==> config.mk <==
export PLATFORM = sky130hd
export DESIGN_NAME = uart_rx
export DESIGN_NICKNAME = d
export VERILOG_FILES = /design/src/rtl/uart_pkg.sv /design/src/rtl/rx_synchronizer.sv /design/src/rtl/uart_rx.sv
export SDC_FILE = /design/constraint.sdc
export NUM_CORES = 1
export LEC_CHECK = 0
export CAP_MARGIN = 10
export CORE_ASPECT_RATIO = 1.25
export CORE_MARGIN = 5
export CORE_UTILIZATION = 28
export DETAILED_ROUTE_END_ITERATION = 8
export PLACE_DENSITY = 0.47
export SLEW_MARGIN = 20
export SYNTH_ARGS = -nofsm -noshare
export SYNTH_HDL_FRONTEND = slang
export SYNTH_SLANG_ARGS = --single-unit
==> constraint.sdc <==
create_clock -name clk -period 2.8 [get_ports clk]
set_input_delay 0.56 -clock clk [delete_from_list [all_inputs] [get_ports clk]]
set_output_delay 0.56 -clock clk [all_outputs]
set_load 0.01 [all_outputs]
==> src/rtl/uart_pkg.sv <==
// rtl/uart_pkg.sv - shared UART types and default frame parameters
package uart_pkg;

    localparam int UART_DATA_BITS  = 8;
    localparam int UART_OVERSAMPLE = 16;

    typedef enum logic [1:0] {
        IDLE  = 2'd0,
        START = 2'd1,
        DATA  = 2'd2,
        STOP  = 2'd3
    } rx_state_e;

endpackage

==> src/rtl/rx_synchronizer.sv <==
// rtl/rx_synchronizer.sv - two-flop synchronizer for the asynchronous rx line
module rx_synchronizer #(
    parameter logic RESET_VAL = 1'b1
) (
    input  logic clk,
    input  logic rst,
    input  logic d,
    output logic q
);

    logic meta;

    always_ff @(posedge clk or negedge rst) begin
        if (!rst) begin
            meta <= RESET_VAL;
            q    <= RESET_VAL;
        end else begin
            meta <= d;
            q    <= meta;
        end
    end

endmodule

==> src/rtl/uart_rx.sv <==
// rtl/uart_rx.sv - oversampling UART receiver, LSB first, one stop bit
module uart_rx
    import uart_pkg::*;
#(
    parameter int DATA_BITS  = UART_DATA_BITS,
    parameter int OVERSAMPLE = UART_OVERSAMPLE
) (
    input  logic                 clk,
    input  logic                 rst,
    input  logic                 tick,
    input  logic                 rx,
    output logic [DATA_BITS-1:0] data_out,
    output logic                 rx_done,
    output logic                 frame_error
);

    localparam int TW = $clog2(OVERSAMPLE);
    localparam int BW = (DATA_BITS > 1) ? $clog2(DATA_BITS) : 1;
    localparam logic [TW-1:0] HALF_M1  = TW'(OVERSAMPLE / 2 - 1);
    localparam logic [TW-1:0] FULL_M1  = TW'(OVERSAMPLE - 1);
    localparam logic [BW-1:0] LAST_BIT = BW'(DATA_BITS - 1);

    logic                 rxs;
    rx_state_e            state;
    logic [TW-1:0]        tick_cnt;
    logic [BW-1:0]        bit_cnt;
    logic [DATA_BITS-1:0] shift_reg;

    rx_synchronizer #(.RESET_VAL(1'b1)) u_sync (
        .clk (clk),
        .rst (rst),
        .d   (rx),
        .q   (rxs)
    );

    always_ff @(posedge clk or negedge rst) begin
        if (!rst) begin
            state       <= IDLE;
            tick_cnt    <= '0;
            bit_cnt     <= '0;
            shift_reg   <= '0;
            data_out    <= '0;
            rx_done     <= 1'b0;
            frame_error <= 1'b0;
        end else begin
            rx_done     <= 1'b0;
            frame_error <= 1'b0;
            case (state)
                // Start edge is taken immediately so a frame can follow a stop sample directly.
                IDLE: begin
                    if (!rxs) begin
                        state    <= START;
                        tick_cnt <= '0;
                    end
                end
                START: begin
                    if (tick) begin
                        if (tick_cnt == HALF_M1) begin
                            tick_cnt <= '0;
                            bit_cnt  <= '0;
                            state    <= rxs ? IDLE : DATA;
                        end else begin
                            tick_cnt <= tick_cnt + 1'b1;
                        end
                    end
                end
                DATA: begin
                    if (tick) begin
                        if (tick_cnt == FULL_M1) begin
                            tick_cnt  <= '0;
                            shift_reg <= {rxs, shift_reg[DATA_BITS-1:1]};
                            if (bit_cnt == LAST_BIT) begin
                                bit_cnt <= '0;
                                state   <= STOP;
                            end else begin
                                bit_cnt <= bit_cnt + 1'b1;
                            end
                        end else begin
                            tick_cnt <= tick_cnt + 1'b1;
                        end
                    end
                end
                STOP: begin
                    if (tick) begin
                        if (tick_cnt == FULL_M1) begin
                            tick_cnt <= '0;
                            state    <= IDLE;
                            if (rxs) begin
                                data_out <= shift_reg;
                                rx_done  <= 1'b1;
                            end else begin
                                frame_error <= 1'b1;
                            end
                        end else begin
                            tick_cnt <= tick_cnt + 1'b1;
                        end
                    end
                end
                default: state <= IDLE;
            endcase
        end
    end

endmodule

==> results of run 1 <==
[worst min-delay path by stage]
stage / startpoint / to / depth (start not counted)
2_1_floorplan: rst / asynchronous set/reset pin / 0
3_3_place_gp: u_sync.meta / u_sync.q / 0
3_5_place_dp: u_sync.meta / u_sync.q / 0
4_1_cts: u_sync.meta / u_sync.q / 0
5_1_grt: u_sync.meta / u_sync.q / 0
6_report: u_sync.meta / u_sync.q / 0
[per-stage QoR]
stage	power, mW	instance area, um2	hold slack [ns]	worst slack [ns]
after global routing	1.292	1620	0.3671	0.7241
after detailed placement	0.7681	1504	0.3493	0.4815
after floorplan	0.7222	1314	0.2644	1.223
final	1.211	1620	0.3569	0.7894
after global placement	0.7608	1504	0.3468	0.4906
after CTS	1.227	1620	0.3600	0.7835
[cell families after synthesis]
family	Yosys count	synth area share
xor+xnor	1	0.006668
simple gates	27	0.1476
flops	29	0.5543
compound gates	15	0.08000
mux	19	0.1619
buf+inv	6	0.02095
fa+ha+maj	3	0.02857
[cells in the final DEF (no fill, tap or decap), types with 2 or more instances in the layout]
cell,n
ha_1,3
a21oi_1,2
nand3_1,2
nor3_1,2
a221o_1,2
dfrtp_1,27
mux2_2,18
clkdlybuf4s50_1,13
inv_1,2
dfstp_2,2
a31oi_1,2
o21ai_0,3
and3_1,2
a211oi_1,2
nor3b_1,3
nand2_1,5
clkbuf_8,6
[final cells by class]
type / instances / area [um2] / share of cell area
Clock inverter: 1 / 30.03 / 0.01853
Sequential cell: 29 / 728.2 / 0.4494
Inverter: 2 / 7.507 / 0.004633
Timing Repair Buffer: 14 / 137.6 / 0.08494
Tap cell: 58 / 72.57 / 0.04479
Multi-Input combinational cell: 65 / 558.0 / 0.3444
Clock buffer: 7 / 86.33 / 0.05328
[synth_stat cells]
cell,number
a211oi_1,2
and3_1,2
nor2_1,1
nor2b_1,1
or2b_1,1
nor2_2,1
mux2i_1,1
a21boi_0,1
and2b_1,1
nand3_1,2
inv_1,2
nand2_1,5
nand2b_1,1
dfstp_2,2
mux2_2,18
nor3_1,2
a21oi_1,2
and4_1,1
nor3b_1,3
a31oi_1,2
o2111ai_1,1
a221o_1,2
clkbuf_2,1
buf_2,3
o211ai_1,1
ha_1,3
nor4bb_1,1
nor3_4,1
o21ai_0,3
nand4_4,1
a22o_1,1
or3_4,1
and3b_1,1
or3_1,1
dfrtp_1,27
xor2_1,1
[per-layer routing]
layer	wire length (um)	share of wire
met3	72	0.030
met2	1138	0.48
met4	56	0.023
met1	1126	0.47
met5	0	0
[report_power, final]
| part | switching [mW] | internal (mW) |
|---|---|---|
| Sequential | 0.0946 | 0.465 |
| Combinational | 0.102 | 0.0983 |
| Clock | 0.161 | 0.290 |
==> impl_results.rst, run 1 <==
.. list-table::
   :header-rows: 1

   * - Metric
     - Value
   * - Run status
     - complete, no violations
   * - Worst-case clock buffer depth
     - 2
   * - Register-to-Register Path Depth
     - 4
   * - Iteration-0 DRC count of the detailed router
     - 8
   * - Cell row count
     - 27
   * - Core box area
     - 4493 um2
   * - Vias per cell
     - 4.750
   * - Cell with the largest stage delay on the worst path
     - clkdlybuf4s50_1
   * - R2R Path Start
     - tick_cnt[0]
   * - Resized Gates After CTS
     - 0
   * - Later-pin clock latency in the skew report
     - 0.28 ns
   * - Library cell with the largest summed area after synthesis
     - dfrtp_1
   * - Clock tree from TritonCTS
     - built
   * - Routability cong.
     - 0.6691
   * - Post-synthesis sequential area ratio
     - 0.5543
   * - Startpoint of the worst setup timing path
     - tick
   * - Most heavily used metal layer in global routing
     - met2
   * - Wire length of the first global-routing pass
     - 4.333 mm
   * - Number of primary I/O pins
     - 14
   * - Pin count of the biggest net entering global routing
     - 30
   * - Number of fill cells in the layout
     - between 400 and 500
   * - Master cell of the clock root buffer
     - clkbuf_8
   * - All-Layer GR Usage
     - 0.08959
   * - Class of the tightest hold or removal check
     - reg2reg
   * - Average wire length per cell after detail routing
     - 13.60 um
   * - Number of library cell types mapped by synthesis
     - 36
   * - First-pass iteration count of the detailed router
     - 4
   * - Total Die Area
     - roughly 6200 um2
   * - Mapped Area
     - 1314 um2
   * - Setup TNS
     - 0 ns
   * - Shortest clock period the worst path allows after layout
     - 2.011 ns
   * - Share of layout cells above drive strength 1
     - 0.2712
   * - Post-synthesis average cell area
     - 13.14 um2
   * - Number of H-tree branching levels
     - 2
   * - Terminus of the critical flop-to-flop path
     - data_out[4]
   * - Clock net sink count
     - 29
   * - Final Max Slew Viols
     - 0
   * - Capture point of the critical path
     - data_out[4]
   * - Antenna diode count
     - 0
   * - Worst setup SP type
     - input pin
   * - Global-route met1 utilization
     - 0.1108
   * - Arrival time at the worst endpoint
     - 2.17 ns
   * - Vias after detailed routing
     - 836
   * - Logic depth of the worst path, buffers included
     - 4
   * - Largest cells by area after synthesis
     - dfrtp_1 51%, mux2_2 15%, dfstp_2 4.0%
   * - Total global routing overflow
     - 0
   * - Chain of cells forming the critical path
     - clkdlybuf4s50_1, nand4_4, nor3_4, mux2_2
   * - Number of global-route vias before repair
     - a little over 900
   * - Count of warnings emitted by yosys
     - 0
   * - Setup slack on the worst flop-to-flop path
     - 1.00 ns
   * - Syn_nets
     - about 110
   * - Kind of cell adding the most delay to the critical path
     - buffers and inverters
   * - Leakage
     - 0.7352 nW
   * - Slew HR
     - 0.6557
   * - Die W
     - a little over 70 um
   * - Area growth from synthesis to layout
     - 23.33%
   * - Crit share post-route
     - 0.7181
   * - Final setup vio count
     - 0
   * - Fin. Hold Viols
     - 0
   * - Initial Utilization
     - 0.2924
   * - Maximum cell stage delay along the critical path
     - 0.62 ns
   * - Final cell count without fillers
     - 176
   * - Buffers inserted during post-CTS setup optimization
     - 0
   * - Critical path buffer and inverter count
     - 1
   * - Setup CP Type
     - in2reg
   * - Remaining design rule violation count
     - 0
   * - Number of cells in the design after placement
     - between 150 and 200
   * - Hold bufs inserted after CTS
     - 0
   * - Max Fanout on Critical Path
     - 9
   * - Max Clock Skew
     - 0.002799 ns
   * - # nets final
     - around 120
   * - End-of-flow core utilization
     - 0.3606
   * - PD cells
     - approximately 750 nW/um2
   * - Required time at the worst-slack endpoint
     - 2.96 ns
   * - Clock transition at the registers of the reported paths
     - 0.06 ns
   * - Instance count of the mapped netlist
     - 100
   * - Die Height
     - 86.59 um
   * - Count of buffers inserted at the top-level ports
     - 13
   * - GR Layer Usage met2
     - 0.1363
   * - Count of nets left with antenna violations after detail routing
     - 0
   * - Number of max-cap violations
     - 0
   * - Slew at the pin closest to its max-slew limit
     - slightly above 0.5 ns
   * - Met3 usage
     - 0.03016
   * - Synthesized flop and latch total
     - 29
   * - Maximum vdd drop
     - 0.3545 mV
   * - Share of the synthesized area in the top cell type
     - 0.5143
   * - Achievable clock frequency
     - 497.4 MHz
   * - Placed wire-length estimate after detailed placement
     - 1.611 mm
   * - Overall routed net length
     - roughly 2.4 mm
   * - Antenna violations before repair
     - 0
   * - Endpoint type of the worst setup path
     - flop
   * - Cts bufs inserted
     - 5
   * - RSZ-0062 raised after global routing
     - no
Note: power is estimated with default switching activity, not from simulation.
==> inputs of run 2 (changes only) <==
Clock period 2.8 ns to 1.9 ns, I/O delays scaled along.
==> run 2 against run 1 <==
Against the previous run: clock power increased by 44%; sequential share of layout area down 2.1 points; global-route usage rose by 0.088 points; power grew 48%; utilization increased by 1.8 points; final cell count up 5.1%; critical path type is now reg2reg; critical endpoint is now data_out[6]; largest cell class unchanged.
==> impl_results.rst, run 2 (same netlist as run 1, synthesis figures left out) <==
.. list-table::
   :header-rows: 1

   * - Metric
     - Value
   * - Max Clock Skew
     - 0.005830 ns
   * - Setup TNS
     - 0 ns
   * - Final setup margin
     - 0.2059 ns
   * - Number of global-route vias before repair
     - 894
   * - Leakage
     - a little under 0.8 nW
   * - Number of primary I/O pins
     - 14
   * - R2R Path Start
     - tick_cnt[0]
   * - Count of nets left with antenna violations after detail routing
     - 0
   * - Arrival time at the worst endpoint
     - about 1.9 ns
   * - Shortest clock period the worst path allows after layout
     - 1.694 ns
   * - PD cells
     - 1056 nW/um2
   * - Setup CP Type
     - reg2reg
   * - Total Die Area
     - 6170 um2
   * - Wire length of the first global-routing pass
     - 4.312 mm
   * - Slew at the pin closest to its max-slew limit
     - 0.4212 ns
   * - Iteration-0 DRC count of the detailed router
     - 14
   * - Share of layout cells above drive strength 1
     - 0.3307
   * - Cell area after placement
     - 1584 um2
   * - Final Max Slew Viols
     - 0
   * - Initial Utilization
     - 0.2924
   * - First-pass iteration count of the detailed router
     - 4
   * - Worst-case clock buffer depth
     - 2
   * - Maximum vdd drop
     - 0.6006 mV
   * - Count of buffers inserted at the top-level ports
     - 13
   * - Core box area
     - 4493 um2
   * - Worst setup SP type
     - flop
   * - Min-Delay Path Depth
     - 0
   * - Clock tree from TritonCTS
     - built
   * - Placed wire-length estimate after detailed placement
     - 1.770 mm
   * - Antenna diode count
     - 0
   * - Required time at the worst-slack endpoint
     - ~2 ns
   * - # nets final
     - 133
   * - Vias per cell
     - 4.795
   * - Final cell count without fillers
     - about 190
   * - Clock net sink count
     - 29
   * - Number of cells in the design after placement
     - between 150 and 200
   * - Clock transition at the registers of the reported paths
     - 0.07 ns
   * - Max Fanout on Critical Path
     - 9
   * - Routability cong.
     - 0.6501
   * - Overall routed net length
     - 2.491 mm
   * - Cts bufs inserted
     - 5
   * - Number of max-cap violations
     - 0
   * - Cell row count
     - 27
   * - All-Layer GR Usage
     - 0.09047
   * - Number of H-tree branching levels
     - 2
   * - Fin. Hold Viols
     - 0
   * - Non-Filler Cell Area, Final
     - 1699 um2
   * - Dpl ws
     - -0.05968 ns
   * - Hold path start
     - u_sync.meta
   * - Buffers inserted during post-CTS setup optimization
     - 0
   * - Pin count of the biggest net entering global routing
     - 30
   * - Run status
     - complete, no violations
   * - Area growth from synthesis to layout
     - 29.33%
   * - Highest-count cells in the layout ignoring fill and taps
     - 27 x dfrtp_1, 18 x mux2_2, 13 x clkdlybuf4s50_1
   * - Remaining design rule violation count
     - 0
   * - Setup slack on the worst flop-to-flop path
     - approximately 0.21 ns
   * - Hold bufs inserted after CTS
     - 0
   * - Average wire length per cell after detail routing
     - ~13 um
   * - Resized Gates After CTS
     - 0
   * - Capture endpoint of the worst hold path
     - u_sync.q
   * - RSZ-0062 raised after global routing
     - no
   * - Achievable clock frequency
     - 590.3 MHz
   * - Terminus of the critical flop-to-flop path
     - data_out[6]
   * - Later-pin clock latency in the skew report
     - 0.28 ns
   * - Class of the tightest hold or removal check
     - reg2reg
   * - Antenna violations before repair
     - 0
   * - Endpoint type of the worst setup path
     - flop
   * - Register-to-Register Path Depth
     - 5
   * - Die Height
     - 86.59 um
   * - Crit share post-route
     - 0.8916
   * - Final setup vio count
     - 0
   * - Die W
     - 71.27 um
   * - Master cell of the clock root buffer
     - clkbuf_8
   * - Most common library cell in the layout ignoring fill and taps
     - dfrtp_1
   * - Total global routing overflow
     - 0
   * - Vias after detailed routing
     - ~900
   * - Slew HR
     - 0.7163
==> run 2: cell count changes in the layout (fill, tap and decap cells not counted), sizes merged <==
cell / change
buf: +9
clkinvlp: +1
clkinv: +1
clkbuf: -2
==> run 2: worst max-delay path by stage <==
stage	from	endpoint	slack, ns	depth (start not counted)
after floorplan	tick_cnt[0]	data_out[0]	0.32	4
after global placement	tick	bit_cnt[1]	-0.04	5
after detailed placement	tick	data_out[6]	-0.06	5
after CTS	tick_cnt[0]	data_out[6]	0.21	5
after global routing	tick_cnt[0]	data_out[0]	0.1	5
final	tick_cnt[0]	data_out[6]	0.21	5
==> run 2: layout make-up <==
cell class / instances / area, um2
repair buffers: 23 / 217.7
well taps: 58 / 72.57
flip-flops and latches: 29 / 728.2
clock buffers: 5 / 68.82
fillers: 431 / 2794
clock inverters: 3 / 46.29
multi-input cells: 65 / 558.0
inverters: 2 / 7.507
==> run 2: layer usage <==
layer / share of wire / routed length [um] / global-route usage / vias to the layer above
met5: 0 / 0 / 0 / -
li1: - / - / - / 423
met1: 0.44 / 1101 / 0.1025 / 441
met3: 0.040 / 100 / 0.03480 / 7
met4: 0.024 / 61 / 0.05128 / 0
met2: 0.49 / 1228 / 0.1446 / 16
==> run 2: metrics by stage <==
step                      power, mW  hold slack (ns)  utilization
after floorplan               1.064          0.08441            -
after global placement        1.153           0.3455       0.3525
after detailed placement      1.164           0.3473       0.3525
after CTS                     1.824           0.3572       0.3782
after global routing          1.904           0.3653       0.3782
final                         1.794           0.3553       0.3782
==> run 2: power by group <==
group / switching [mW] / internal (mW) / total [mW]
combinational: 0.160 / 0.168 / 0.327
clock: 0.256 / 0.392 / 0.648
sequential: 0.133 / 0.685 / 0.818
total: 0.549 / 1.24 / 1.79
==> run 2: critical path, cell delays in order (launching register included) <==
cell and delay (ns):
dfrtp_1 0.39, ha_1 0.32, nand4_4 0.16, nor3_4 0.23, buf_12 0.15, mux2_2 0.33
==> inputs of run 3 (changes only) <==
Settings changed: REMOVE_ABC_BUFFERS set to 1.
==> run 3 against run 2 <==
Against the previous run: clock power is 1% lower; final cell count is 1.1% lower; via count is 3.5% lower; worst setup slack better by 0.0044 ns; sequential share of layout area is 0.35 points higher; first-iteration DRC count is 14% higher; count of clock-buffer cells in the layout is 2 higher; sequential power is 2% lower; critical path type unchanged.
==> impl_results.rst, run 3 (same netlist as run 1, synthesis figures left out) <==
.. list-table::
   :header-rows: 1

   * - Metric
     - Value
   * - R2R Path Start
     - state[0]
   * - Area growth from synthesis to layout
     - 28.29%
   * - Part of the power in the clock network
     - 0.360
   * - # nets final
     - 131
   * - Number of H-tree branching levels
     - 2
   * - Vias after detailed routing
     - 856
   * - Most common library cell in the layout ignoring fill and taps
     - dfrtp_1
   * - Hold bufs inserted after CTS
     - 0
   * - All-Layer GR Usage
     - 0.08526
   * - Fin. Hold Viols
     - 0
   * - Die W
     - 71.27 um
   * - First-pass iteration count of the detailed router
     - 4
   * - Buffers inserted during post-CTS setup optimization
     - 0
   * - Achievable clock frequency
     - 591.8 MHz
   * - Wire length of the first global-routing pass
     - around 4 mm
   * - Met3 usage
     - 0.02900
   * - Clock tree from TritonCTS
     - built
   * - Switching part of the total
     - 0.2839
   * - Setup slack on the worst flop-to-flop path
     - 0.21 ns
   * - Cell row count
     - 27
   * - Capture endpoint of the worst hold path
     - u_sync.q
   * - Chain of cells forming the critical path
     - or3_4, a221o_1, a221o_1
   * - Vias per cell
     - 4.678
   * - Shortest clock period the worst path allows after layout
     - 1.690 ns
   * - Number of global-route vias before repair
     - roughly 900
   * - GR Layer Usage met2
     - 0.1321
   * - Die Height
     - around 87 um
   * - Number of primary I/O pins
     - 14
   * - Power dissipated by switching net loads
     - 506.4 uW
   * - Endpoint type of the worst setup path
     - flop
   * - Pin count of the biggest net entering global routing
     - 30
   * - Average wire length per cell after detail routing
     - between 10 and 15 um
   * - Top cell by count, worst path
     - a221o_1
   * - Later-pin clock latency in the skew report
     - approximately 0.27 ns
   * - Remaining design rule violation count
     - 0
   * - Resized Gates After CTS
     - 0
   * - Total Die Area
     - between 6000 and 7000 um2
   * - Count of buffers inserted at the top-level ports
     - 13
   * - Slew at the pin closest to its max-slew limit
     - 0.3963 ns
   * - Placed wire-length estimate after detailed placement
     - around 1.6 mm
   * - PD cells
     - between 1000 and 1500 nW/um2
   * - Master cell of the clock root buffer
     - clkbuf_8
   * - Terminus of the critical flop-to-flop path
     - state[0]
   * - Count of nets left with antenna violations after detail routing
     - 0
   * - Worst setup SP type
     - flop
   * - Max Fanout on Critical Path
     - 14
   * - Maximum cell stage delay along the critical path
     - around 0.51 ns
   * - Maximum vdd drop
     - 0.5376 mV
   * - Kind of cell adding the most delay to the critical path
     - compound AO/OA/AOI/OAI gates
   * - Final Max Slew Viols
     - 0
   * - Min-Delay Path Depth
     - 0
   * - Share of layout cells above drive strength 1
     - 0.3120
   * - Reg power frac
     - 0.452
   * - Startpoint of the worst setup timing path
     - state[0]
   * - Total global routing overflow
     - 0
   * - Iteration-0 DRC count of the detailed router
     - 16
   * - Max Clock Skew
     - 0.003111 ns
   * - Portion of total power attributed to combinational logic
     - 0.189
   * - Internal portion of total power
     - 1.277 mW
   * - RSZ-0062 raised after global routing
     - no
   * - Core box area
     - 4493 um2
   * - Antenna diode count
     - 0
   * - Initial Utilization
     - 0.2924
   * - Setup CP Type
     - reg2reg
   * - Cts bufs inserted
     - 5
   * - Number of fill cells in the layout
     - 445
   * - Register-to-Register Path Depth
     - 3
   * - Clock transition at the registers of the reported paths
     - roughly 0.06 ns
   * - Clock net sink count
     - 29
   * - Hold path start
     - u_sync.meta
   * - Non-Filler Cell Area, Final
     - 1685 um2
   * - Leakage
     - 0.7729 nW
   * - Cell with the largest stage delay on the worst path
     - dfrtp_1
   * - Slew HR
     - 0.7330
   * - Routability cong.
     - 0.7733
   * - Most heavily used metal layer in global routing
     - met2
   * - Global-route met1 utilization
     - 0.1013
   * - Final setup vio count
     - 0
   * - Highest-count cells in the layout ignoring fill and taps
     - 27 x dfrtp_1, 18 x mux2_2, 13 x clkdlybuf4s50_1
   * - Antenna violations before repair
     - 0
   * - Crit share post-route
     - 0.8893
   * - Final-layout worst hold slack
     - 0.3579 ns
   * - Critical path buffer and inverter count
     - 0
   * - Arrival time at the worst endpoint
     - roughly 1.8 ns
   * - Number of max-cap violations
     - 0
   * - Required time at the worst-slack endpoint
     - 2.05 ns
   * - Overall routed net length
     - 2.268 mm
   * - Cell area after placement
     - 1569 um2
   * - Class of the tightest hold or removal check
     - reg2reg
   * - Overall power after layout
     - between 1.5 and 2 mW
   * - Worst-case clock buffer depth
     - 2
   * - Run status
     - complete, no violations
[run 3: cell types whose count changed in the layout (fill, tap and decap cells not counted), sizes merged]
cell,delta
clkinvlp,-1
clkinv,-1
buf,-2
clkbuf,+2
[run 3: worst max path at each step]
stage                  end  slack (ns)  depth (start not counted)
2_1_floorplan     state[0]        0.30                          3
3_3_place_gp   data_out[4]       -0.03                          5
3_5_place_dp    bit_cnt[1]       -0.05                          5
4_1_cts           state[0]        0.20                          3
5_1_grt           state[0]        0.12                          3
6_report          state[0]        0.21                          3
[run 3: final cells by class]
type	instances	area, um2	share of cell area
clock buffer	7	86.33	0.05122
tap	58	72.57	0.04306
clock inverter	1	30.03	0.01782
multi-input combinational	65	558.0	0.3311
sequential	29	728.2	0.4321
timing repair buffer	21	202.7	0.1203
inverter	2	7.507	0.004454
[run 3: layer usage]
layer | part of all wire | vias to the layer above
met5 | 0 | -
met4 | 0.015 | 0
met3 | 0.051 | 4
met2 | 0.49 | 18
met1 | 0.44 | 420
li1 | - | 414
[run 3: worst reg2reg max path: stages (launching register included)]
cell     delay, ns
dfrtp_1       0.51
or3_4         0.44
a221o_1       0.33
a221o_1       0.29
[run 3: power groups by stage]
stage	sequential (mW)	clock [mW]	combinational (mW)
4_1_cts	0.804	0.665	0.342
3_3_place_gp	0.816	0	0.338
3_5_place_dp	0.815	0	0.339
6_report	0.805	0.641	0.337
2_1_floorplan	0.798	0	0.236
5_1_grt	0.827	0.690	0.383
[run 3: per-stage QoR]
| step | TNS, ns | std cells | setup WS [ns] | utilization |
|---|---|---|---|---|
| 6_report | 0 | 183 | 0.2103 | 0.3751 |
| 5_1_grt | 0 | 183 | 0.1178 | 0.3751 |
| 4_1_cts | 0 | 183 | 0.1997 | 0.3751 |
| 3_5_place_dp | -0.3918 | 175 | -0.05378 | 0.3492 |
| 3_3_place_gp | -0.2600 | 175 | -0.03173 | 0.3492 |
| 2_1_floorplan | 0 | 96 | 0.3050 | - |
